[src/rtl/dice_roll_recorder.sv]
// rtl/dice_roll_recorder.sv - records one dice result per button release into a show-ahead FIFO
//
// Purpose:
//   Watches the dice roll button and face value. On every button release the
//   face is checked: a valid face (1..6) updates last_throw, bumps the
//   saturating roll counter and is queued in a small FIFO; an invalid face
//   (0 or 7) only raises the sticky bad_throw flag. A downstream consumer
//   drains the FIFO with a valid/ready handshake.
//
// Ports:
//   clk        - rising-edge clock shared with the dice
//   rst        - asynchronous active-low reset
//   button     - roll button, synchronous to clk
//   throw      - face value from the dice (valid 1..6)
//   clr_flags  - synchronous clear of overflow and bad_throw
//   rd_ready   - consumer accepts rd_data this cycle
//   rd_valid   - FIFO holds at least one entry
//   rd_data    - oldest recorded face, 0 when empty
//   level      - number of entries held, 0..DEPTH
//   last_throw - most recent accepted face
//   roll_count - accepted rolls since reset, saturating
//   overflow   - sticky: a valid roll was dropped on a full FIFO
//   bad_throw  - sticky: a release saw face 0 or 7

module dice_roll_recorder #(
  parameter int DEPTH = 8,
  parameter int CNT_W = 8,
  localparam int AW   = $clog2(DEPTH)
) (
  input  logic             clk,
  input  logic             rst,
  input  logic             button,
  input  logic [2:0]       throw,
  input  logic             clr_flags,
  input  logic             rd_ready,
  output logic             rd_valid,
  output logic [2:0]       rd_data,
  output logic [AW:0]      level,
  output logic [2:0]       last_throw,
  output logic [CNT_W-1:0] roll_count,
  output logic             overflow,
  output logic             bad_throw
);

  localparam logic [AW:0] FULL_LEVEL = (AW + 1)'(DEPTH);

  logic          button_q;
  logic [AW-1:0] wr_ptr;
  logic [AW-1:0] rd_ptr;
  logic [2:0]    mem [DEPTH];

  logic rel;
  logic valid_face;
  logic accept;
  logic bad_event;
  logic full;
  logic pop;
  logic push;
  logic drop;

  // The dice freezes on release, so the face seen on the release edge is final.
  assign rel        = button_q & ~button;
  assign valid_face = (throw != 3'd0) && (throw != 3'd7);
  assign accept     = rel & valid_face;
  assign bad_event  = rel & ~valid_face;

  assign full     = (level == FULL_LEVEL);
  assign rd_valid = (level != '0);
  assign pop      = rd_valid & rd_ready;
  // A pop in the same cycle frees the slot, so a full FIFO can still take the push.
  assign push     = accept & (~full | pop);
  assign drop     = accept & full & ~pop;

  assign rd_data = rd_valid ? mem[rd_ptr] : 3'd0;

  // Storage carries no reset; stale contents are masked by level/rd_valid.
  always_ff @(posedge clk) begin
    if (push) begin
      mem[wr_ptr] <= throw;
    end
  end

  always_ff @(posedge clk or negedge rst) begin
    if (!rst) begin
      button_q   <= 1'b0;
      wr_ptr     <= '0;
      rd_ptr     <= '0;
      level      <= '0;
      last_throw <= 3'd0;
      roll_count <= '0;
      overflow   <= 1'b0;
      bad_throw  <= 1'b0;
    end else begin
      button_q <= button;

      if (push) begin
        wr_ptr <= wr_ptr + 1'b1;
      end
      if (pop) begin
        rd_ptr <= rd_ptr + 1'b1;
      end

      case ({push, pop})
        2'b10:   level <= level + 1'b1;
        2'b01:   level <= level - 1'b1;
        default: level <= level;
      endcase

      // Dropped rolls still count and still update last_throw.
      if (accept) begin
        last_throw <= throw;
        if (roll_count != '1) begin
          roll_count <= roll_count + CNT_W'(1);
        end
      end

      // Set beats clear when both happen in the same cycle.
      if (drop) begin
        overflow <= 1'b1;
      end else if (clr_flags) begin
        overflow <= 1'b0;
      end

      if (bad_event) begin
        bad_throw <= 1'b1;
      end else if (clr_flags) begin
        bad_throw <= 1'b0;
      end
    end
  end

endmodule

[config.mk]
export PLATFORM = sky130hd
export DESIGN_NAME = dice_roll_recorder
export DESIGN_NICKNAME = d
export VERILOG_FILES = /design/src/rtl/dice_roll_recorder.sv
export SDC_FILE = /design/constraint.sdc
export NUM_CORES = 1
export LEC_CHECK = 0
export CAP_MARGIN = 20
export CORE_MARGIN = 1
export CORE_UTILIZATION = 54
export DETAILED_ROUTE_END_ITERATION = 16
export GPL_ROUTABILITY_DRIVEN = 0
export GPL_TIMING_DRIVEN = 0
export HOLD_SLACK_MARGIN = 0.02
export PLACE_DENSITY = 0.78
export SETUP_SLACK_MARGIN = 0.02
export SLEW_MARGIN = 20
export SYNTH_ARGS = -nofsm -noshare
export SYNTH_HDL_FRONTEND = slang
export SYNTH_SLANG_ARGS = --single-unit
[constraint.sdc]
create_clock -name clk -period 2.5 [get_ports clk]
set_input_delay 0.25 -clock clk [delete_from_list [all_inputs] [get_ports clk]]
set_output_delay 0.25 -clock clk [all_outputs]
set_load 0.05 [all_outputs]
==> results of run 1 <==
placed cells by master, fill, tap and decap left out, types with 2 or more instances in the layout:
cell / count
nor3_2: 3
edfxtp_1: 24
nand3_1: 4
inv_2: 2
dlygate4sd2_1: 3
dfrtp_1: 24
xor2_1: 2
o22ai_1: 3
clkdlybuf4s50_1: 24
mux4_2: 6
nor2_1: 12
nand4_1: 2
buf_2: 3
xnor2_1: 9
inv_1: 3
mux2i_1: 3
and3_1: 4
nand2b_1: 3
clkbuf_8: 5
mux2_2: 4
a21oi_1: 5
nor3_1: 4
ha_1: 4
nand2_1: 17
area by class of cell:
| class | instances | area [um^2] |
|---|---|---|
| Inverter | 5 | 18.8 |
| Timing Repair Buffer | 29 | 282 |
| Clock inverter | 3 | 46.3 |
| Clock buffer | 5 | 68.8 |
| Multi-Input combinational cell | 100 | 812 |
| Fill cell | 265 | 1090 |
| Buffer | 4 | 17.5 |
| Tap cell | 48 | 60.1 |
| Sequential cell | 48 | 1320 |
cells by family (layout without fill, tap and decap cells):
family / Yosys count / count (layout) / share of synthesized area
AND/OR/NAND/NOR: 57 / 57 / 0.138
flip-flops: 48 / 48 / 0.619
AO/OA/AOI/OAI: 14 / 14 / 0.0528
multiplexers: 14 / 14 / 0.104
XOR/XNOR: 11 / 11 / 0.0452
buffers and inverters: 9 / 46 / 0.0170
adder cells (fa/ha/maj): 4 / 4 / 0.0235
power breakdown:
| group | switching (uW) | internal [uW] | total (uW) |
|---|---|---|---|
| logic | 809 | 513 | 1320 |
| registers | 196 | 984 | 1180 |
| clock network | 263 | 301 | 564 |
| total | 1270 | 1800 | 3070 |
final timing paths:
| kind | endpoint | from |
|---|---|---|
| min in group asynchronous | wr_ptr[1] | rst |
| max | rd_data[1] | rd_ptr[0] |
| min reg2reg | last_throw[1] | last_throw[1] |
| max in group asynchronous | roll_count[6] | rst |
| max reg2reg | level[1] | level[1] |
| min | button_q | button |
what timing repair did:
action | CTS | global route
endpoints found under the hold margin | 24 | 0
gates resized for setup | 4 | 5
hold buffers | 1 | 0
endpoints found under the setup margin | 6 | 24
sequential cells by signal, summed over array words and instances (netlist names):
register,flops
last_throw,3
mem,24
overflow,1
roll_count,8
bad_throw,1
rd_ptr,3
level,4
wr_ptr,3
button_q,1
routing by layer:
layer  wire length [um]  share of wire
met4                 53          0.014
met3                183          0.047
met1               1680           0.43
met2               1980           0.51
met5                  0              0
per-stage QoR:
stage / TNS [ns] / hold slack (ns) / cells / setup WS (ns)
finish: 0 / 0.400 / 242 / 0.184
global placement: -2.34 / 0.465 / 233 / -0.248
detailed placement: -4.31 / 0.274 / 233 / -0.345
CTS: 0 / 0.395 / 242 / 0.0352
global route: 0 / 0.411 / 242 / 0.0182
floorplan: 0 / -0.0456 / 157 / 0.0929
==> metrics.md, run 1 <==
| Metric | Value |
|---|---|
| Die X | around 65 um |
| Grt met3 use | 0.0563 |
| Crit-path cells | buf_2 -> mux4_2 -> mux2i_1 -> nor2_1 -> dlygate4sd2_1 |
| Final Max Slew Viols | 0 |
| Max Fclk | 432 MHz |
| Met2 usage | 0.361 |
| CTS tree | done |
| RSZ-0062 raised after global routing | yes |
| Layout cells sized above 1 | 0.180 |
| Average size of a mapped cell | 13.6 um^2 |
| H-tree depth | 2 |
| Worst Hold Path Cells | 1 |
| Cell area after synthesis | ~2100 um^2 |
| Startpoint Class | register |
| Worst-margin pin slew | 0.549 ns |
| Post-synth top area cell | edfxtp_1 |
| Largest net degree at the start of global routing | 25 |
| Vias per inst | 5.67 |
| First-pass detailed-route iteration total | 4 |
| Full die area | around 4200 um^2 |
| M1 GR Usage | 0.272 |
| Peak VDD IR | 767 uV |
| Antenna diode count | 0 |
| Initial antenna violation count | 0 |
| Unique masters post-synth | 37 |
| # nets final | 205 |
| Area share of the largest cell type after synthesis | 0.338 |
| Layout area overhead | 23.1% |
| Slew headroom | 0.634 |
| Die height | ~65 um |
| Finished Cell Area | around 2600 um^2 |
| Clock skew | 0.00919 ns |
| Fin crit share | 0.926 |
| Leak | 0.000986 uW |
| Via count | 1372 |
| Overall routing resource usage | 0.216 |
| Worst Path Buf+Inv | 2 |
| Critical path's slowest cell | mux4_2 |
| CP top delay family | multiplexers |
| Crit path arrival time | 2.07 ns |
| Aggregate routed wire length | 3.90 mm |
| Top Ports | 29 |
| Gate Count Post-Synth | 157 |
| Reg2Reg Depth | 7 |
| # clock sinks | 48 |
| Top cells by count, synth | dfrtp_1, edfxtp_1, nand2_1 |
| First-pass GRT wire length | 6.62 mm |
| Root buffer cell | clkbuf_8 |
| Pwr/cell area | 1170 nW/um^2 |
| Most Crowded Layer GR | met2 |
| DR WL/cell | between 15 and 20 um |
| Final hold violation count | 0 |
| Core ar. | 3720 um^2 |
| Number of flops mapped to enable cells by yosys | 24 |
| Synth area leaders | edfxtp_1, dfrtp_1, mux4_2, xnor2_1, nand2_1 |
| Max-cap violations | 0 |
| Setup Buffers After CTS | 0 |
| DP Area | 2470 um^2 |
| GRT overflow | 0 |
| Top FF cell, synth | edfxtp_1 |
| Ys Warns | 0 |
| Worst path depth | 5 |
| Inserted Clock Buffers | 5 |
| Hold/Removal Path Class | in -> reg |
| Crit Path Max Fanout | 7 |
| Register clock-pin slew on the reported worst setup and hold paths | 0.09 ns |
| Synth Net Count | 169 |
| Port Buffers | 28 |
| Starting density of the core | 0.574 |
| Antenna Nets Post-Route | 0 |
| Tmin final | 2.32 ns |
| FF+latch count, synth | 48 |
| Ys async rst share | 0.500 |
| Vias in the first global route | 1414 |
| Final HPWL DP | roughly 2.7 mm |
| Crit path capture type | output port |
| Utilization after layout | 0.707 |
| R2R setup slack | 0.39 ns |
| DRC viols | 0 |
| FP Rows | 22 |
| Overall Power | 3070 uW |
| Setup violators final | 0 |
| Maximum clock path buffer count | 2 |
| Iter 0 DRT Violations | 61 |
| Kind of critical path | reg -> out |
| Seq/Total Area, Yosys | 0.619 |
| Clk_lat worst skew | 0.31 ns |
| CP required | 2.25 ns |
| Crit path largest cell delay | 0.55 ns |
| Outcome | complete, no violations |
(Power assumes the default switching activity.)
==> run 2, diff against run 1 <==
--- a/config.mk
+++ b/config.mk
@@ -12,7 +12,7 @@
 export GPL_ROUTABILITY_DRIVEN = 0
 export GPL_TIMING_DRIVEN = 0
 export HOLD_SLACK_MARGIN = 0.02
-export PLACE_DENSITY = 0.78
+export PLACE_DENSITY = 0.79
 export SETUP_SLACK_MARGIN = 0.02
 export SLEW_MARGIN = 20
 export SYNTH_ARGS = -nofsm -noshare
==> run 2 against run 1 <==
Critical path depth stayed put; sequential power about the same; die area did not move; register-to-register slack improved by 0.02 ns; hold slack improved by 0.023 ns; core utilization down 0.88 points; largest power group unchanged.
==> metrics.md, run 2 (same netlist as run 1, synthesis figures left out) <==
| Metric | Value |
|---|---|
| Clock skew | 0.00712 ns (-0.00206 ns) |
| Pre-CTS setup slack | -0.334 ns (+0.0106 ns) |
| Peak VDD IR | 886 uV (+15%) |
| Crit path capture type | output port |
| Full die area | 4210 um^2 (unchanged) |
| Port Buffers | 28 (unchanged) |
| CP required | 2.25 ns (about the same) |
| Worst r2r src | level[1] |
| Hold/Removal Path Class | in -> reg |
| Internal | 1690 uW (-6.2%) |
| Pwr/cell area | 1130 nW/um^2 (-3.2%) |
| Top reg by flops | mem |
| Hold_sp | button |
| Die X | 64.9 um (unchanged) |
| Aggregate routed wire length | 3.92 mm (+0.51%) |
| Worst-margin pin slew | 0.565 ns (+0.0155 ns) |
| Inserted Clock Buffers | 5 (unchanged) |
| Clk_lat worst skew | 0.29 ns (-0.02 ns) |
| Slew headroom | 0.624 (-0.0104) |
| Antenna Nets Post-Route | 0 (unchanged) |
| Setup total negative slack | 0 ns (unchanged) |
| Crit Path Max Fanout | 7 (unchanged) |
| Setup crit start | rd_ptr[0] |
| Maximum clock path buffer count | 2 (unchanged) |
| Die height | 64.9 um (unchanged) |
| GRT overflow | 0 (unchanged) |
| DR WL/cell | 16.2 um (+0.51%) |
| CTS tree | done |
| Outcome | complete, no violations |
| Largest net degree at the start of global routing | 25 (unchanged) |
| Top Ports | 29 (unchanged) |
| Clock share of power | 0.145 (-0.039) |
| Antenna diode count | 0 (unchanged) |
| Crit path arrival time | 2.07 ns (about the same) |
| First-pass detailed-route iteration total | 4 (unchanged) |
| Layout area overhead | 21.6% |
| DP Area | 2470 um^2 (+0.20%) |
| Vias per inst | 5.57 (-1.8%) |
| Leak | 0.000972 uW (-1.4%) |
| Fin worst setup slack | 0.183 ns (-0.000923 ns) |
| Via count | 1347 (-1.8%) |
| Fin crit share | 0.927 (about the same) |
| Root buffer cell | clkbuf_8 |
| # nets final | 205 (unchanged) |
| Final HPWL DP | 2.79 mm (+3.8%) |
| Critical path's slowest cell | mux4_2 |
| Crit-path cells | buf_2 -> mux4_2 -> mux2i_1 -> nor2_1 -> dlygate4sd2_1 |
| # clock sinks | 48 (unchanged) |
| Core ar. | 3720 um^2 (unchanged) |
| Register clock-pin slew on the reported worst setup and hold paths | 0.08 ns (about the same) |
| Vias in the first global route | 1415 (+0.071%) |
| Starting density of the core | 0.574 (unchanged) |
| Tmin final | 2.32 ns (+0.000923 ns) |
| Initial antenna violation count | 0 (unchanged) |
| WHS | 0.423 ns (+0.0231 ns) |
| Final Max Slew Viols | 0 (unchanged) |
| Iter 0 DRT Violations | 73 (+20%) |
| Setup violators final | 0 (unchanged) |
| Crit path largest cell delay | 0.53 ns (-0.02 ns) |
| Overall routing resource usage | 0.213 (-0.00275) |
| FP Rows | 22 (unchanged) |
| Startpoint Class | register |
| DRC viols | 0 (unchanged) |
| Layout cells sized above 1 | 0.180 (unchanged) |
| Kind of critical path | reg -> out |
| Sequential share of power | 0.403 (+0.018) |
| Final hold violation count | 0 (unchanged) |
| RSZ-0062 raised after global routing | no |
| Switching share of power | 0.424 (+0.0106) |
| Largest registers | mem (24), roll_count (8), level (4) |
| Max-cap violations | 0 (unchanged) |
| Commonest cells after routing, fill and taps aside | dfrtp_1, clkdlybuf4s50_1, edfxtp_1 |
| H-tree depth | 2 (unchanged) |
| Combinational share of power | 0.451 (+0.020) |
| Max Fclk | 432 MHz (about the same) |
| Largest register FFs | 24 (unchanged) |
| Finished Cell Area | 2590 um^2 (-1.2%) |
| Sw Pwr | 1240 uW (-2.0%) |
| First-pass GRT wire length | 6.58 mm (-0.63%) |
## run 2: cell type report
cell class / count / area, um^2
Sequential cell: 48 / 1320
Fill cell: 278 / 1120
Multi-Input combinational cell: 100 / 817
Timing Repair Buffer: 29 / 278
Clock buffer: 7 / 76.3
Tap cell: 48 / 60.1
Inverter: 5 / 18.8
Buffer: 4 / 17.5
Clock inverter: 1 / 5.00
## run 2: layer usage
layer	up-vias	GRT usage	share of wire
li1	648	-	-
met1	671	0.266	0.44
met2	22	0.363	0.51
met3	6	0.0405	0.030
met4	0	0.0861	0.013
met5	-	0	0
## run 2: per-stage QoR
step,utilization,power [uW],instances
after floorplan,-,2110,157
after global placement,0.666,2480,233
after detailed placement,0.666,2520,233
after CTS,0.688,2930,241
after global routing,0.698,3110,242
final,0.698,2930,242
## run 2: power groups by stage
stage | registers [uW] | clock network, uW | logic, uW
after global placement | 1160 | 0 | 1310
after detailed placement | 1170 | 0 | 1350
after CTS | 1160 | 438 | 1320
after floorplan | 1420 | 0 | 698
final | 1180 | 425 | 1320
after global routing | 1210 | 468 | 1430
## run 2: worst paths after layout
| check | to | slack (ns) | cells past startpoint |
|---|---|---|---|
| worst max-delay path | rd_data[0] | 0.18 | 5 |
| worst min-delay path | button_q | 0.42 | 1 |
| worst max register to register | level[1] | 0.41 | 7 |
| worst min register to register | last_throw[1] | 0.50 | 2 |
| max in group asynchronous | wr_ptr[1] | 1.64 | 2 |
| min in group asynchronous | level[3] | 0.48 | 2 |
## run 2: repair_timing
action / in CTS / in global routing
hold endpoints to repair: 0 / 24
hold buffers: 0 / 1
setup endpoints to repair: 6 / 20
buffers inserted: 0 / 0
resized for setup: 4 / 8
## run 2: critical path, delay by kind of cell (launching register included)
family        cells  cell delay [ns]
simple gates      1             0.06
mux               2             0.68
flops             1             0.36
buf+inv           2             0.68
==> run 3, diff against run 2 <==
--- a/config.mk
+++ b/config.mk
@@ -12,7 +12,7 @@
 export GPL_ROUTABILITY_DRIVEN = 0
 export GPL_TIMING_DRIVEN = 0
 export HOLD_SLACK_MARGIN = 0.02
-export PLACE_DENSITY = 0.79
+export PLACE_DENSITY = 0.8
 export SETUP_SLACK_MARGIN = 0.02
 export SLEW_MARGIN = 20
 export SYNTH_ARGS = -nofsm -noshare
==> run 3 against run 2 <==
Critical path depth unchanged; fmax down 2.5%; routed wire length up 1.6%; sequential power about the same; combinational power about the same; global-route usage up 0.60 points; count of clock-buffer cells in the layout down 1; worst setup slack worse by 0.060 ns; final cell count unchanged; non-clock buffer count unchanged; sequential share of layout area up 0.25 points; hold slack better by 0.0068 ns.
==> metrics.md, run 3 (same netlist as run 1, synthesis figures left out) <==
| Metric | Value |
|---|---|
| Outcome | complete, no violations |
| Layout area overhead | 21.0% |
| Port Buffers | 28 (unchanged) |
| Critical path's slowest cell | mux4_2 |
| GRT overflow | 0 (unchanged) |
| Inserted Clock Buffers | 5 (unchanged) |
| # clock sinks | 48 (unchanged) |
| DR WL/cell | 16.5 um (+1.6%) |
| Layout cells sized above 1 | 0.165 (-0.0155) |
| Top Ports | 29 (unchanged) |
| Max Fclk | 421 MHz (-2.5%) |
| Pwr/cell area | 1140 nW/um^2 (+0.84%) |
| Worst Path Buf+Inv | 2 (unchanged) |
| Antenna Nets Post-Route | 0 (unchanged) |
| Die X | 64.9 um (unchanged) |
| Crit path arrival time | 2.13 ns (+0.06 ns) |
| Core ar. | 3720 um^2 (unchanged) |
| Vias per inst | 5.61 (+0.82%) |
| Largest registers | mem (24), roll_count (8), level (4) |
| Register clock-pin slew on the reported worst setup and hold paths | 0.09 ns (about the same) |
| Crit Path Max Fanout | 7 (unchanged) |
| Peak VDD IR | 877 uV (-0.97%) |
| Largest net degree at the start of global routing | 25 (unchanged) |
| RSZ-0062 raised after global routing | yes |
| Antenna diode count | 0 (unchanged) |
| H-tree depth | 2 (unchanged) |
| Crit path capture type | output port |
| Worst-margin pin slew | 0.554 ns (-0.0109 ns) |
| First-pass detailed-route iteration total | 4 (unchanged) |
| Top reg by flops | mem |
| Leak | 0.000967 uW (-0.58%) |
| Kind of critical path | reg -> out |
| Clock skew | 0.00721 ns (+0.0000920 ns) |
| Overall routing resource usage | 0.219 (+0.00595) |
| Final Max Slew Viols | 0 (unchanged) |
| Iter 0 DRT Violations | 33 (-55%) |
| Fin crit share | 0.951 (+0.0239) |
| # nets final | 205 (unchanged) |
| CP top delay family | multiplexers |
| Setup total negative slack | 0 ns (unchanged) |
| FP Rows | 22 (unchanged) |
| Final HPWL DP | 2.96 mm (+6.0%) |
| Full die area | 4210 um^2 (unchanged) |
| Via count | 1358 (+0.82%) |
| Max-cap violations | 0 (unchanged) |
| Aggregate routed wire length | 3.98 mm (+1.6%) |
| First-pass GRT wire length | 6.79 mm (+3.1%) |
| Crit-path cells | buf_2 -> mux4_2 -> mux2i_1 -> nor2_1 -> dlygate4sd2_1 |
| Clk_lat worst skew | 0.29 ns (about the same) |
| Setup violators final | 0 (unchanged) |
| Initial antenna violation count | 0 (unchanged) |
| Commonest cells after routing, fill and taps aside | dfrtp_1, clkdlybuf4s50_1, edfxtp_1 |
| Hold/Removal Path Class | in -> reg |
| Tmin final | 2.38 ns (+0.0598 ns) |
| Die height | 64.9 um (unchanged) |
| Final hold violation count | 0 (unchanged) |
| Startpoint Class | register |
| DRC viols | 0 (unchanged) |
| CP required | 2.25 ns (about the same) |
| Root buffer cell | clkbuf_8 |
| Slew headroom | 0.631 (+0.00726) |
| WHS | 0.429 ns (+0.00677 ns) |
| Largest register FFs | 24 (unchanged) |
| Crit path largest cell delay | 0.55 ns (+0.02 ns) |
| Starting density of the core | 0.574 (unchanged) |
| Vias in the first global route | 1477 (+4.4%) |
| CTS tree | done |
| Maximum clock path buffer count | 2 (unchanged) |
==> run 3: cell count changes in the layout (fill, tap and decap cells not counted) <==
cell        previous run  this run
clkbuf_1               3         2
clkinv_1               0         1
clkinv_2               1         0
clkinvlp_4             0         1
nor3_1                 3         6
nor3_2                 4         1
==> run 3: final timing paths <==
| path | from | end | slack, ns | cells past startpoint |
|---|---|---|---|---|
| worst max-delay path | rd_ptr[0] | rd_data[1] | 0.12 | 5 |
| worst min-delay path | button | button_q | 0.43 | 1 |
| worst max register to register | level[1] | level[1] | 0.37 | 7 |
| worst min register to register | last_throw[1] | last_throw[1] | 0.49 | 2 |
| max in group asynchronous | rst | level[2] | 1.66 | 2 |
| min in group asynchronous | rst | level[3] | 0.47 | 2 |
==> run 3: timing repair <==
action                                 CTS  global route
setup buffers                            0             0
endpoints found under the hold margin    0            24
gates resized for setup                  4             5
setup endpoints to repair                6            21
hold buffers                             0             1
==> run 3: where the power goes <==
| part | internal [uW] | switching [uW] |
|---|---|---|
| sequential | 984 | 194 |
| clock | 194 | 239 |
| combinational | 510 | 821 |
| total | 1690 | 1250 |
==> run 3: layout make-up <==
class	count	area (um^2)
timing repair buffer	29	278
clock buffer	6	72.6
inverter	5	18.8
buffer	4	17.5
clock inverter	2	11.3
tap	48	60.1
fill	276	1130
multi-input combinational	100	802
sequential	48	1320
==> run 3: per-layer routing <==
metal,global-route usage,vias to the layer above,part of all wire
met4,0.0417,0,0.0068
met2,0.417,29,0.56
met3,0.0581,4,0.034
li1,-,647,-
met5,0,-,0
met1,0.243,678,0.40
==> run 3: metrics by stage <==
stage	std cells	power, uW	area [um^2]	worst slack, ns	util
global route	242	3090	2580	0.00366	0.695
floorplan	157	2110	2130	0.0929	-
global placement	233	2470	2470	-0.238	0.666
finish	242	2940	2580	0.124	0.695
CTS	241	2950	2560	0.0632	0.689
detailed placement	233	2540	2470	-0.311	0.666
